## src/rtl/mem_port_arbiter.sv

```systemverilog
// Fetch/data arbiter for a single-ported unified memory; data wins in IDLE, ports alternate under contention.
// Optional watchdog enabled by defining ARB_TIMEOUT_EN.
module mem_port_arbiter #(
  parameter int TIMEOUT = 255
) (
  input  logic        clk,
  input  logic        reset,
  input  logic        i_req,
  input  logic [31:0] i_addr,
  output logic [31:0] i_rdata,
  output logic        i_ready,
  input  logic        d_req,
  input  logic        d_we,
  input  logic [31:0] d_addr,
  input  logic [31:0] d_wdata,
  input  logic [3:0]  d_byteen,
  output logic [31:0] d_rdata,
  output logic        d_ready,
  output logic        mem_req,
  output logic        mem_we,
  output logic [31:0] mem_addr,
  output logic [31:0] mem_wdata,
  output logic [3:0]  mem_byteen,
  input  logic [31:0] mem_rdata,
  input  logic        mem_ack,
  output logic        err
);

  typedef enum logic [1:0] {IDLE, BUSY_I, BUSY_D} state_t;

  state_t      state_q, state_d;
  logic        mem_req_q, mem_req_d;
  logic        mem_we_q, mem_we_d;
  logic [31:0] mem_addr_q, mem_addr_d;
  logic [31:0] mem_wdata_q, mem_wdata_d;
  logic [3:0]  mem_byteen_q, mem_byteen_d;
  logic        grant_i, grant_d;
  logic        busy, ack_hit, to_hit, done;
  logic [31:0] rdata_sel;

  assign busy    = (state_q != IDLE);
  assign ack_hit = busy && mem_req_q && mem_ack;

`ifdef ARB_TIMEOUT_EN
  logic [7:0] cnt_q, cnt_d;

  // Counter value is the number of prior unacked BUSY cycles, so the TIMEOUT-th cycle fires.
  assign to_hit = busy && !mem_ack && (cnt_q == 8'(TIMEOUT - 1));

  always_comb begin
    cnt_d = cnt_q;
    if (grant_i || grant_d) cnt_d = 8'd0;
    else if (busy && !mem_ack) cnt_d = cnt_q + 8'd1;
  end

  always_ff @(posedge clk or negedge reset) begin
    if (!reset) cnt_q <= 8'd0;
    else        cnt_q <= cnt_d;
  end
`else
  logic unused_timeout;
  assign unused_timeout = |8'(TIMEOUT);
  assign to_hit = 1'b0;
`endif

  assign done      = ack_hit || to_hit;
  assign err       = to_hit;
  assign rdata_sel = to_hit ? 32'hDEAD_BEEF : mem_rdata;
  assign i_ready   = (state_q == BUSY_I) && done;
  assign d_ready   = (state_q == BUSY_D) && done;
  assign i_rdata   = i_ready ? rdata_sel : 32'd0;
  assign d_rdata   = d_ready ? rdata_sel : 32'd0;

  always_comb begin
    state_d      = state_q;
    mem_req_d    = mem_req_q;
    mem_we_d     = mem_we_q;
    mem_addr_d   = mem_addr_q;
    mem_wdata_d  = mem_wdata_q;
    mem_byteen_d = mem_byteen_q;
    grant_i      = 1'b0;
    grant_d      = 1'b0;

    // On completion only the other port is considered, forcing alternation.
    case (state_q)
      IDLE: begin
        if (d_req)      grant_d = 1'b1;
        else if (i_req) grant_i = 1'b1;
      end
      BUSY_I: begin
        if (done) begin
          if (d_req) grant_d = 1'b1;
          else begin
            state_d   = IDLE;
            mem_req_d = 1'b0;
          end
        end
      end
      BUSY_D: begin
        if (done) begin
          if (i_req) grant_i = 1'b1;
          else begin
            state_d   = IDLE;
            mem_req_d = 1'b0;
          end
        end
      end
      default: begin
        state_d   = IDLE;
        mem_req_d = 1'b0;
      end
    endcase

    if (grant_d) begin
      state_d      = BUSY_D;
      mem_req_d    = 1'b1;
      mem_we_d     = d_we;
      mem_addr_d   = d_addr;
      mem_wdata_d  = d_wdata;
      mem_byteen_d = d_byteen;
    end else if (grant_i) begin
      state_d      = BUSY_I;
      mem_req_d    = 1'b1;
      mem_we_d     = 1'b0;
      mem_addr_d   = i_addr;
      mem_wdata_d  = 32'd0;
      mem_byteen_d = 4'b1111;
    end
  end

  always_ff @(posedge clk or negedge reset) begin
    if (!reset) begin
      state_q      <= IDLE;
      mem_req_q    <= 1'b0;
      mem_we_q     <= 1'b0;
      mem_addr_q   <= 32'd0;
      mem_wdata_q  <= 32'd0;
      mem_byteen_q <= 4'd0;
    end else begin
      state_q      <= state_d;
      mem_req_q    <= mem_req_d;
      mem_we_q     <= mem_we_d;
      mem_addr_q   <= mem_addr_d;
      mem_wdata_q  <= mem_wdata_d;
      mem_byteen_q <= mem_byteen_d;
    end
  end

  assign mem_req    = mem_req_q;
  assign mem_we     = mem_we_q;
  assign mem_addr   = mem_addr_q;
  assign mem_wdata  = mem_wdata_q;
  assign mem_byteen = mem_byteen_q;

endmodule

```

## config.mk

```make
export PLATFORM = sky130hd
export DESIGN_NAME = mem_port_arbiter
export DESIGN_NICKNAME = d
export VERILOG_FILES = /design/src/rtl/mem_port_arbiter.sv
export SDC_FILE = /design/constraint.sdc
export NUM_CORES = 1
export LEC_CHECK = 0
export BUFFER_PORTS_ARGS = -buffer_cell sky130_fd_sc_hd__buf_2
export CORE_AREA = 2 2 105 107
export CTS_BUF_LIST = sky130_fd_sc_hd__clkbuf_4 sky130_fd_sc_hd__clkbuf_8
export DETAILED_ROUTE_END_ITERATION = 6
export DIE_AREA = 0 0 107 109
export PLACE_DENSITY = 0.71
export RECOVER_POWER = 100
export SETUP_SLACK_MARGIN = 0.1
export SYNTH_ARGS = -nofsm -noshare
export SYNTH_HDL_FRONTEND = slang
export SYNTH_SLANG_ARGS = --single-unit
```

## constraint.sdc

```tcl
create_clock -name clk -period 3.65 [get_ports clk]
set_clock_uncertainty 0.2 [all_clocks]
set_input_delay 0.9125 -clock clk [delete_from_list [all_inputs] [get_ports clk]]
set_output_delay 0.9125 -clock clk [all_outputs]
set_load 0.02 [all_outputs]
```

==> qor.yml, run 1 <==
syn_inst: 286
wl_per_cell_um: 14.84
initial_utilization: 0.3467
grt_pass1_vias: 3212
placed_area_um2: 5147
nets: 693
post-dp-hpwl_mm: 8.188
yosysSeqAreaShare: 0.4901
synth_area_um2: 3676
rrSetupSlack_ns: 0.92
cts_resized: 0
min-delay-start: "mem_wdata[0]"
p_sw_frac: 0.4133
cp-end-kind: "output port"
switchingPower_mw: 1.664
drc: 0
p_int_mw: 2.362
cp_max_fo: 33
rsz0062_at_grt: "false"
synth_nets: 424
diodes: 0
clk_pin_slew_ns: 0.08
grt_usage: 0.1708
cpMostUsedCell: "clkbuf_1"
slew_violations: 33
htreeDepth: 3
sequentialPowerShare: 0.342
pre_cts_ws_ns: 0.6716
cts.path.max_buffers: 2
cp_slowest_cell: "clkbuf_2"
holdPathStages: 1
power_frac_comb: 0.484
yosys.cell_types.count: 27
power.leakage_nw: 2.536
total_power_mw: 4.027
hp-class: "reg -> reg"
gp_congestion: 0.7761
worst_hold_slack_ns: 0.3056
grt_max_degree: 41
crit_chain: "clkbuf_1, nand2_1, nor3_2, clkbuf_2, and2_1, clkbuf_1"
setup_viol: 0
antenna_found_initial: 2
grt_overflow: 0
clk_latency_ns: 0.33
slew_headroom: -0.2325
numPortBuffers: 273
firstDrtPassIters: 4
critPathLaunchType: "input port"
dieArea_um2: 11660
ys_warn_count: 0
post-place-cells: 684
postCtsHoldBufs: 0
violations: "capacitance limit, slew limit"
r2r-start: "mem_req"
hold_viol: 0
worst-path-buf-inv: 3
power_density_nw_per_um2: 779.8
core-area_um2: 10600
period_share: 0.8861
crit_type: "in -> out"
r2r_cells: 6
cts_tree: "yes"
maxCapViolations: 1
fmax_mhz: 309.2
drt_iter0_drc: 176
io_pins: 275
drive_gt1_frac: 0.4454
routed_wirelength_mm: 10.37
rows: 38
ys_seq_elements: 72
hold_end: "mem_wdata[0]"
max-vdd-ir-drop_mv: 0.3451
cts_root_buffer: "clkbuf_8"
worst_slack_ns: 0.4158
via_per_inst: 4.638
ant_nets: 0
tightest_slew_ns: 1.849
finalSetupTns_ns: 0
final_util: 0.4870
grt_pass1_wl_mm: 15.45
die_w_um: 107
max_stage_delay_ns: 0.42
path_delay_family: "buffers and inverters"
pwr-share-clk: 0.174
cts_sinks: 72
synth_area_per_cell_um2: 12.85
area_growth_pct: 40.47
vias: 3242
cts_setup_buffers: 0
status: "finished, violations left"
r2r-end: "mem_addr[5]"
die_h_um: 109
period_needed_ns: 3.234
final_cells: 699
cts_buffers: 9
fin_area_um2: 5164
required_ns: 2.54
arrival_ns: 2.12
## registers in the layout (all words and copies together), names as in the netlist
| register | flops |
|---|---|
| mem_req | 1 |
| mem_addr | 32 |
| mem_wdata | 32 |
| state_q | 2 |
| mem_we | 1 |
| mem_byteen | 4 |
## cell usage in the layout, fill, tap and decap left out, drive strengths merged, types with 4 or more instances in the layout
cell,instances
a22o,33
buf,173
and2,64
o22a,4
nor2,5
nand2,4
clkbuf,118
dfrtp,72
mux2,64
## final cells by class
type	instances	area [um2]
clock buffers	10	137.6
well taps	140	175.2
flip-flops and latches	72	1802
multi-input cells	189	1667
inverters	2	7.507
repair buffers	281	1294
fillers	1060	5439
clock inverters	5	81.33
## worst max path at each step
stage | start | endpoint | slack [ns] | cells past startpoint
global route | mem_ack | i_rdata[8] | 0.23 | 6
CTS | state_q[0] | i_rdata[21] | 0.59 | 5
floorplan | mem_ack | i_rdata[22] | 0.51 | 5
global placement | mem_ack | i_rdata[18] | 0.75 | 6
finish | mem_ack | d_rdata[27] | 0.42 | 6
detailed placement | mem_ack | d_rdata[31] | 0.67 | 6
## layer usage
| metal | GRT usage | share of wire | routed length [um] |
|---|---|---|---|
| met3 | 0.04722 | 0.083 | 858 |
| met4 | 0.06586 | 0.012 | 120 |
| met2 | 0.3130 | 0.53 | 5448 |
| met5 | 0 | 0.0012 | 12 |
| met1 | 0.1881 | 0.38 | 3931 |
## cell usage after synthesis, drive strengths merged
library cell	instances	share of area
inv	2	0.0020
o32ai	1	0.0075
o22a	4	0.0095
a22o	33	0.079
o32a	1	0.0027
nor2	5	0.0051
a21oi	2	0.0037
nand2	4	0.0041
nor2b	2	0.0054
a211oi	1	0.0020
mux2	64	0.22
a32o	1	0.0027
dfrtp	72	0.49
conb	1	0.0010
buf	16	0.034
o221a	1	0.0031
o21ai	1	0.0014
nor3	2	0.0027
clkbuf	7	0.0071
a21boi	1	0.0051
and2	64	0.11
o31ai	1	0.0020
## kinds of logic after synthesis
logic type,count (synthesis),synth area share
flops,72,0.4901
mux,64,0.2206
buf+inv,25,0.04357
other cells,1,0.001020
compound gates,47,0.1184
simple gates,77,0.1263
## power groups by stage
stage | clock (mW) | combinational, mW | sequential (mW)
after floorplan | 0 | 1.10 | 1.77
after global placement | 0 | 2.09 | 1.37
after detailed placement | 0 | 2.15 | 1.38
after CTS | 0.724 | 2.15 | 1.37
after global routing | 0.759 | 2.10 | 1.43
final | 0.699 | 1.95 | 1.38
No activity file was read; power rests on OpenSTA's default activity.
==> run 2: changes to the inputs <==
BUFFER_PORTS_ARGS = default   (was -buffer_cell sky130_fd_sc_hd__buf_2)
CORE_AREA = 2 2 106 108   (was 2 2 105 107)
DIE_AREA = 0 0 108 110   (was 0 0 107 109)
DONT_BUFFER_PORTS = 1   (was default)
PLACE_DENSITY = default   (was 0.71)
==> run 2 against run 1 <==
Against the previous run:
- largest power group is now sequential cells
- utilization is 12 points lower
- the flow now finishes without violations
- die area is 1.9% higher
- critical path type is now reg -> out
- highest routed layer is now met4
- count of clock-buffer cells in the layout stayed put
- register-to-register slack worse by 0.36 ns
- routed wire length is 8.8% lower
- critical path depth is 2 lower
==> qor.yml, run 2 (synthesis results as in run 1) <==
grt_pass1_vias: 2136  # was 3,212
p_sw_frac: 0.4300  # was 0.4133
power_density_nw_per_um2: 916.0  # was 779.8 nW/um2
cp_slowest_cell: "dfrtp_1"  # was clkbuf_2
cts.path.max_buffers: 2  # unchanged
hp-class: "in -> async"  # was reg -> reg
final_util: 0.3637  # was 0.4870
setup_viol: 0  # unchanged
tightest_slew_ns: 1.256  # was 1.849 ns
crit_chain: "inv_1, nor3_2, clkbuf_2, and2_0"  # was clkbuf_1, nand2_1, nor3_2, clkbuf_2, and2_1, clkbuf_1
critPathLaunchType: "flip-flop"  # was input port
grt_max_degree: 73  # was 41
clk_pin_slew_ns: 0.08  # about the same
postCtsHoldBufs: 0  # unchanged
diodes: 0  # unchanged
multi_input_area_um2: 1668  # was 1667 um2
path_delay_family: "flip-flops"  # was buffers and inverters
dieArea_um2: 11880  # was 11,660 um2
status: "finished, final reports clean"  # was finished, violations left
drive_gt1_frac: 0.2842  # was 0.4454
slew_headroom: 0.1614  # was -0.2325
cts_setup_buffers: 0  # unchanged
pwr-share-clk: 0.181  # was 0.174
maxCapViolations: 0  # was 1
die_h_um: 110  # was 109 um
firstDrtPassIters: 4  # unchanged
r2r-end: "mem_addr[9]"  # was mem_addr[5]
routed_wirelength_mm: 9.462  # was 10.37 mm
power.leakage_nw: 1.618  # was 2.536 nW
wl_per_cell_um: 22.26  # was 14.84 um
gp_congestion: 0.7736  # was 0.7761
arrival_ns: 2.11  # was 2.12 ns
period_needed_ns: 3.218  # was 3.234 ns
vias: 2304  # was 3,242
numPortBuffers: 0  # was 273
r2r_cells: 5  # was 6
crit_type: "reg -> out"  # was in -> out
rows: 38  # unchanged
grt_usage: 0.1485  # was 0.1708
cts_sinks: 72  # unchanged
switchingPower_mw: 1.533  # was 1.664 mW
cts_resized: 0  # unchanged
clk_latency_ns: 0.34  # was 0.33 ns
power_frac_comb: 0.293  # was 0.484
rsz0062_at_grt: "false"  # unchanged
worst-path-buf-inv: 2  # was 3
htreeDepth: 3  # unchanged
grt_pass1_wl_mm: 12.77  # was 15.45 mm
required_ns: 2.54  # about the same
grt_overflow: 0  # unchanged
p_int_mw: 2.032  # was 2.362 mW
ant_nets: 0  # unchanged
fillers: 1053  # was 1,060
cts_buffers: 9  # unchanged
area_growth_pct: 5.854  # was 40.47%
sequentialPowerShare: 0.526  # was 0.342
die_w_um: 108  # was 107 um
r2r-start: "mem_req"  # unchanged
io_pins: 275  # unchanged
hold_viol: 0  # unchanged
slew_violations: 0  # was 33
cp_max_fo: 33  # unchanged
cp-end-kind: "output port"  # unchanged
drc: 0  # unchanged
via_per_inst: 5.421  # was 4.638
initial_utilization: 0.3436  # was 0.3467
register_area_um2: 1802  # unchanged
fmax_mhz: 310.7  # was 309.2 MHz
period_share: 0.8817  # was 0.8861
cts_root_buffer: "clkbuf_8"  # unchanged
post-dp-hpwl_mm: 7.337  # was 8.188 mm
rrSetupSlack_ns: 0.56  # was 0.92 ns
mostFrequentLayoutCells: "dfrtp_1 (72), and2_0 (62), mux2_2 (40)"  # was buf_2 (171), clkbuf_1 (104), dfrtp_1 (72)
max-vdd-ir-drop_mv: 0.3520  # was 0.3451 mV
antenna_found_initial: 0  # was 2
max_stage_delay_ns: 0.61  # was 0.42 ns
cts_tree: "yes"  # unchanged
core-area_um2: 10700  # was 10,600 um2
nets: 418  # was 693
finalSetupTns_ns: 0  # unchanged
layout_commonest_cell: "dfrtp_1"  # was buf_2
drt_iter0_drc: 89  # was 176
-- run 2: cell type report --
class                   instances  area share
repair buffers                  6    0.009325
multi-input cells             189      0.4286
clock inverters                 6     0.01672
clock buffers                  10     0.03537
inverters                       2    0.001929
flip-flops and latches         72      0.4630
well taps                     140     0.04502
-- run 2: worst max-delay path by stage --
stage / from / endpoint / slack [ns] / cells past startpoint
after floorplan: mem_ack / i_rdata[22] / 0.51 / 5
after global routing: state_q[0] / i_rdata[29] / 0.24 / 4
after detailed placement: d_req / mem_wdata[19] / 0.72 / 4
final: state_q[0] / i_rdata[18] / 0.43 / 4
after global placement: mem_ack / mem_addr[18] / 0.82 / 6
after CTS: state_q[0] / i_rdata[18] / 0.62 / 4
-- run 2: power groups by stage --
stage	clock network, mW	logic, mW	registers [mW]
2_1_floorplan	0	1.10	1.77
3_3_place_gp	0	1.14	1.90
3_5_place_dp	0	1.19	1.89
4_1_cts	0.667	1.18	1.89
5_1_grt	0.705	1.15	1.92
6_report	0.646	1.04	1.87
-- run 2: metal layers --
| metal | part of all wire | vias up | GRT usage |
|---|---|---|---|
| li1 | - | 986 | - |
| met1 | 0.36 | 1138 | 0.1554 |
| met2 | 0.53 | 170 | 0.2736 |
| met3 | 0.096 | 10 | 0.04997 |
| met4 | 0.015 | 0 | 0.06044 |
| met5 | 0 | - | 0 |
-- run 2: stage by stage --
stage | hold WS, ns | cell area, um2 | std cells | setup slack (ns) | total power, mW
4_1_cts | 0.02992 | 3969 | 425 | 0.6186 | 3.742
6_report | 0.05152 | 3891 | 425 | 0.4318 | 3.564
5_1_grt | 0.01470 | 3891 | 425 | 0.2374 | 3.771
3_3_place_gp | 0.4190 | 3766 | 409 | 0.8197 | 3.043
3_5_place_dp | 0.4185 | 3766 | 409 | 0.7231 | 3.082
2_1_floorplan | 0.4169 | 3676 | 286 | 0.5084 | 2.874
==> run 3: changes to the inputs <==
PLACE_DENSITY = 0.46   (was default)
SLEW_MARGIN = 5   (was default)
==> run 3 against run 2 <==
Against the previous run:
- clock power hardly changed
- hold slack better by 0.0051 ns
- via count is 5.9% lower
- largest cell class unchanged
- critical endpoint is now d_rdata[5]
==> qor.yml, run 3 (synthesis results as in run 1) <==
postCtsHoldBufs: 0  # unchanged
post-dp-hpwl_mm: 6.688  # was 7.337 mm
required_ns: 2.54  # about the same
wl_per_cell_um: 20.73  # was 22.26 um
layout_commonest_cell: "dfrtp_1"  # unchanged
sequentialPowerShare: 0.520  # was 0.526
slew_violations: 0  # unchanged
grt_overflow: 0  # unchanged
fin_area_um2: 3905  # was 3891 um2
grt_max_degree: 73  # unchanged
power_frac_comb: 0.301  # was 0.293
worst_hold_slack_ns: 0.05664  # was 0.05152 ns
grt_pass1_vias: 2069  # was 2,136
die_h_um: 110  # unchanged
wl_met3_um: 915  # was 912 um
htreeDepth: 3  # unchanged
cts_sinks: 72  # unchanged
pre_cts_ws_ns: 0.5951  # was 0.7231 ns
r2r_cells: 6  # was 5
status: "finished, final reports clean"  # unchanged
core-area_um2: 10700  # unchanged
antenna_found_initial: 0  # unchanged
drive_gt1_frac: 0.2822  # was 0.2842
clk_latency_ns: 0.34  # about the same
total_power_mw: 3.606  # was 3.564 mW
period_share: 0.8987  # was 0.8817
die_w_um: 108  # unchanged
switchingPower_mw: 1.538  # was 1.533 mW
cp-end-kind: "output port"  # unchanged
io_pins: 275  # unchanged
dieArea_um2: 11880  # unchanged
cts_root_buffer: "clkbuf_8"  # unchanged
arrival_ns: 2.17  # was 2.11 ns
cts_buffers: 9  # unchanged
p_sw_frac: 0.4264  # was 0.4300
initial_utilization: 0.3436  # unchanged
vias: 2168  # was 2,304
firstDrtPassIters: 4  # unchanged
post-place-cells: 411  # was 409
worst_slack_ns: 0.3699  # was 0.4318 ns
grt_pass1_wl_mm: 11.96  # was 12.77 mm
grt_usage: 0.1384  # was 0.1485
hold_viol: 0  # unchanged
area_growth_pct: 6.229  # was 5.854%
nets: 420  # was 418
cts_setup_buffers: 0  # unchanged
cts.path.max_buffers: 2  # unchanged
r2r-start: "mem_req"  # unchanged
ant_nets: 0  # unchanged
final_cells: 427  # was 425
routed_wirelength_mm: 8.852  # was 9.462 mm
highest_layer: "met4"  # unchanged
via_per_inst: 5.077  # was 5.421
cts_tree: "yes"  # unchanged
power_density_nw_per_um2: 923.4  # was 916.0 nW/um2
cp_max_fo: 25  # was 33
rsz0062_at_grt: "false"  # unchanged
rrSetupSlack_ns: 0.58  # was 0.56 ns
clk_pin_slew_ns: 0.08  # about the same
finalSetupTns_ns: 0  # unchanged
routed-wl-met2_mm: 4.833  # was 5.010 mm
drt_iter0_drc: 40  # was 89
p_int_mw: 2.068  # was 2.032 mW
tightest_slew_ns: 1.304  # was 1.256 ns
setup_viol: 0  # unchanged
drc: 0  # unchanged
mostFrequentLayoutCells: "dfrtp_1 (72), mux2_2 (40), and2_0 (39)"  # was dfrtp_1 (72), and2_0 (62), mux2_2 (40)
period_needed_ns: 3.280  # was 3.218 ns
power.leakage_nw: 1.646  # was 1.618 nW
r2r-end: "mem_addr[31]"  # was mem_addr[9]
gp_congestion: 0.6873  # was 0.7736
fmax_mhz: 304.9  # was 310.7 MHz
placed_area_um2: 3781  # was 3766 um2
diodes: 0  # unchanged
rows: 38  # unchanged
met1Wirelength_mm: 2.989  # was 3.395 mm
pwr-share-clk: 0.179  # was 0.181
crit_type: "reg -> out"  # unchanged
slew_headroom: 0.1309  # was 0.1614
critPathLaunchType: "flip-flop"  # unchanged
hp-class: "in -> async"  # unchanged
max-vdd-ir-drop_mv: 0.3461  # was 0.3520 mV
final_util: 0.3650  # was 0.3637
maxCapViolations: 0  # unchanged
cts_resized: 0  # unchanged
numPortBuffers: 0  # unchanged
-- run 3: changes by cell type in the layout (fill, tap and decap cells not counted), sizes merged --
cell	delta
buf	+2
clkinv	+1
inv	-1
-- run 3: layout make-up --
| type | instances | area [um2] |
|---|---|---|
| Multi-Input combinational cell | 189 | 1657 |
| Tap cell | 140 | 175.2 |
| Clock inverter | 6 | 68.82 |
| Inverter | 2 | 7.507 |
| Timing Repair Buffer | 8 | 63.81 |
| Sequential cell | 72 | 1802 |
| Fill cell | 1050 | 6793 |
| Clock buffer | 10 | 131.4 |
-- run 3: worst max-delay path by stage --
stage	startpoint	slack [ns]	end	cells past startpoint
detailed placement	mem_ack	0.60	d_rdata[7]	4
CTS	state_q[1]	0.43	d_rdata[7]	4
floorplan	mem_ack	0.51	i_rdata[22]	5
finish	state_q[1]	0.37	d_rdata[5]	4
global placement	mem_ack	0.62	d_rdata[7]	4
global route	state_q[1]	0.15	d_rdata[20]	4
-- run 3: power groups by stage --
| stage | clock [mW] | combinational (mW) | sequential, mW |
|---|---|---|---|
| final | 0.644 | 1.09 | 1.88 |
| after CTS | 0.678 | 1.19 | 1.90 |
| after floorplan | 0 | 1.10 | 1.77 |
| after global placement | 0 | 1.17 | 1.92 |
| after global routing | 0.712 | 1.20 | 1.92 |
| after detailed placement | 0 | 1.20 | 1.90 |
-- run 3: worst max-delay path: stages, from the launching register on --
cell	delay [ns]
dfrtp_1	0.53
inv_1	0.14
nor3_2	0.45
clkbuf_2	0.40
and2_1	0.30
-- run 3: per-layer routing --
metal / up-vias / GRT usage
li1: 994 / -
met2: 155 / 0.2547
met5: - / 0
met4: 0 / 0.04212
met3: 10 / 0.05938
met1: 1009 / 0.1427
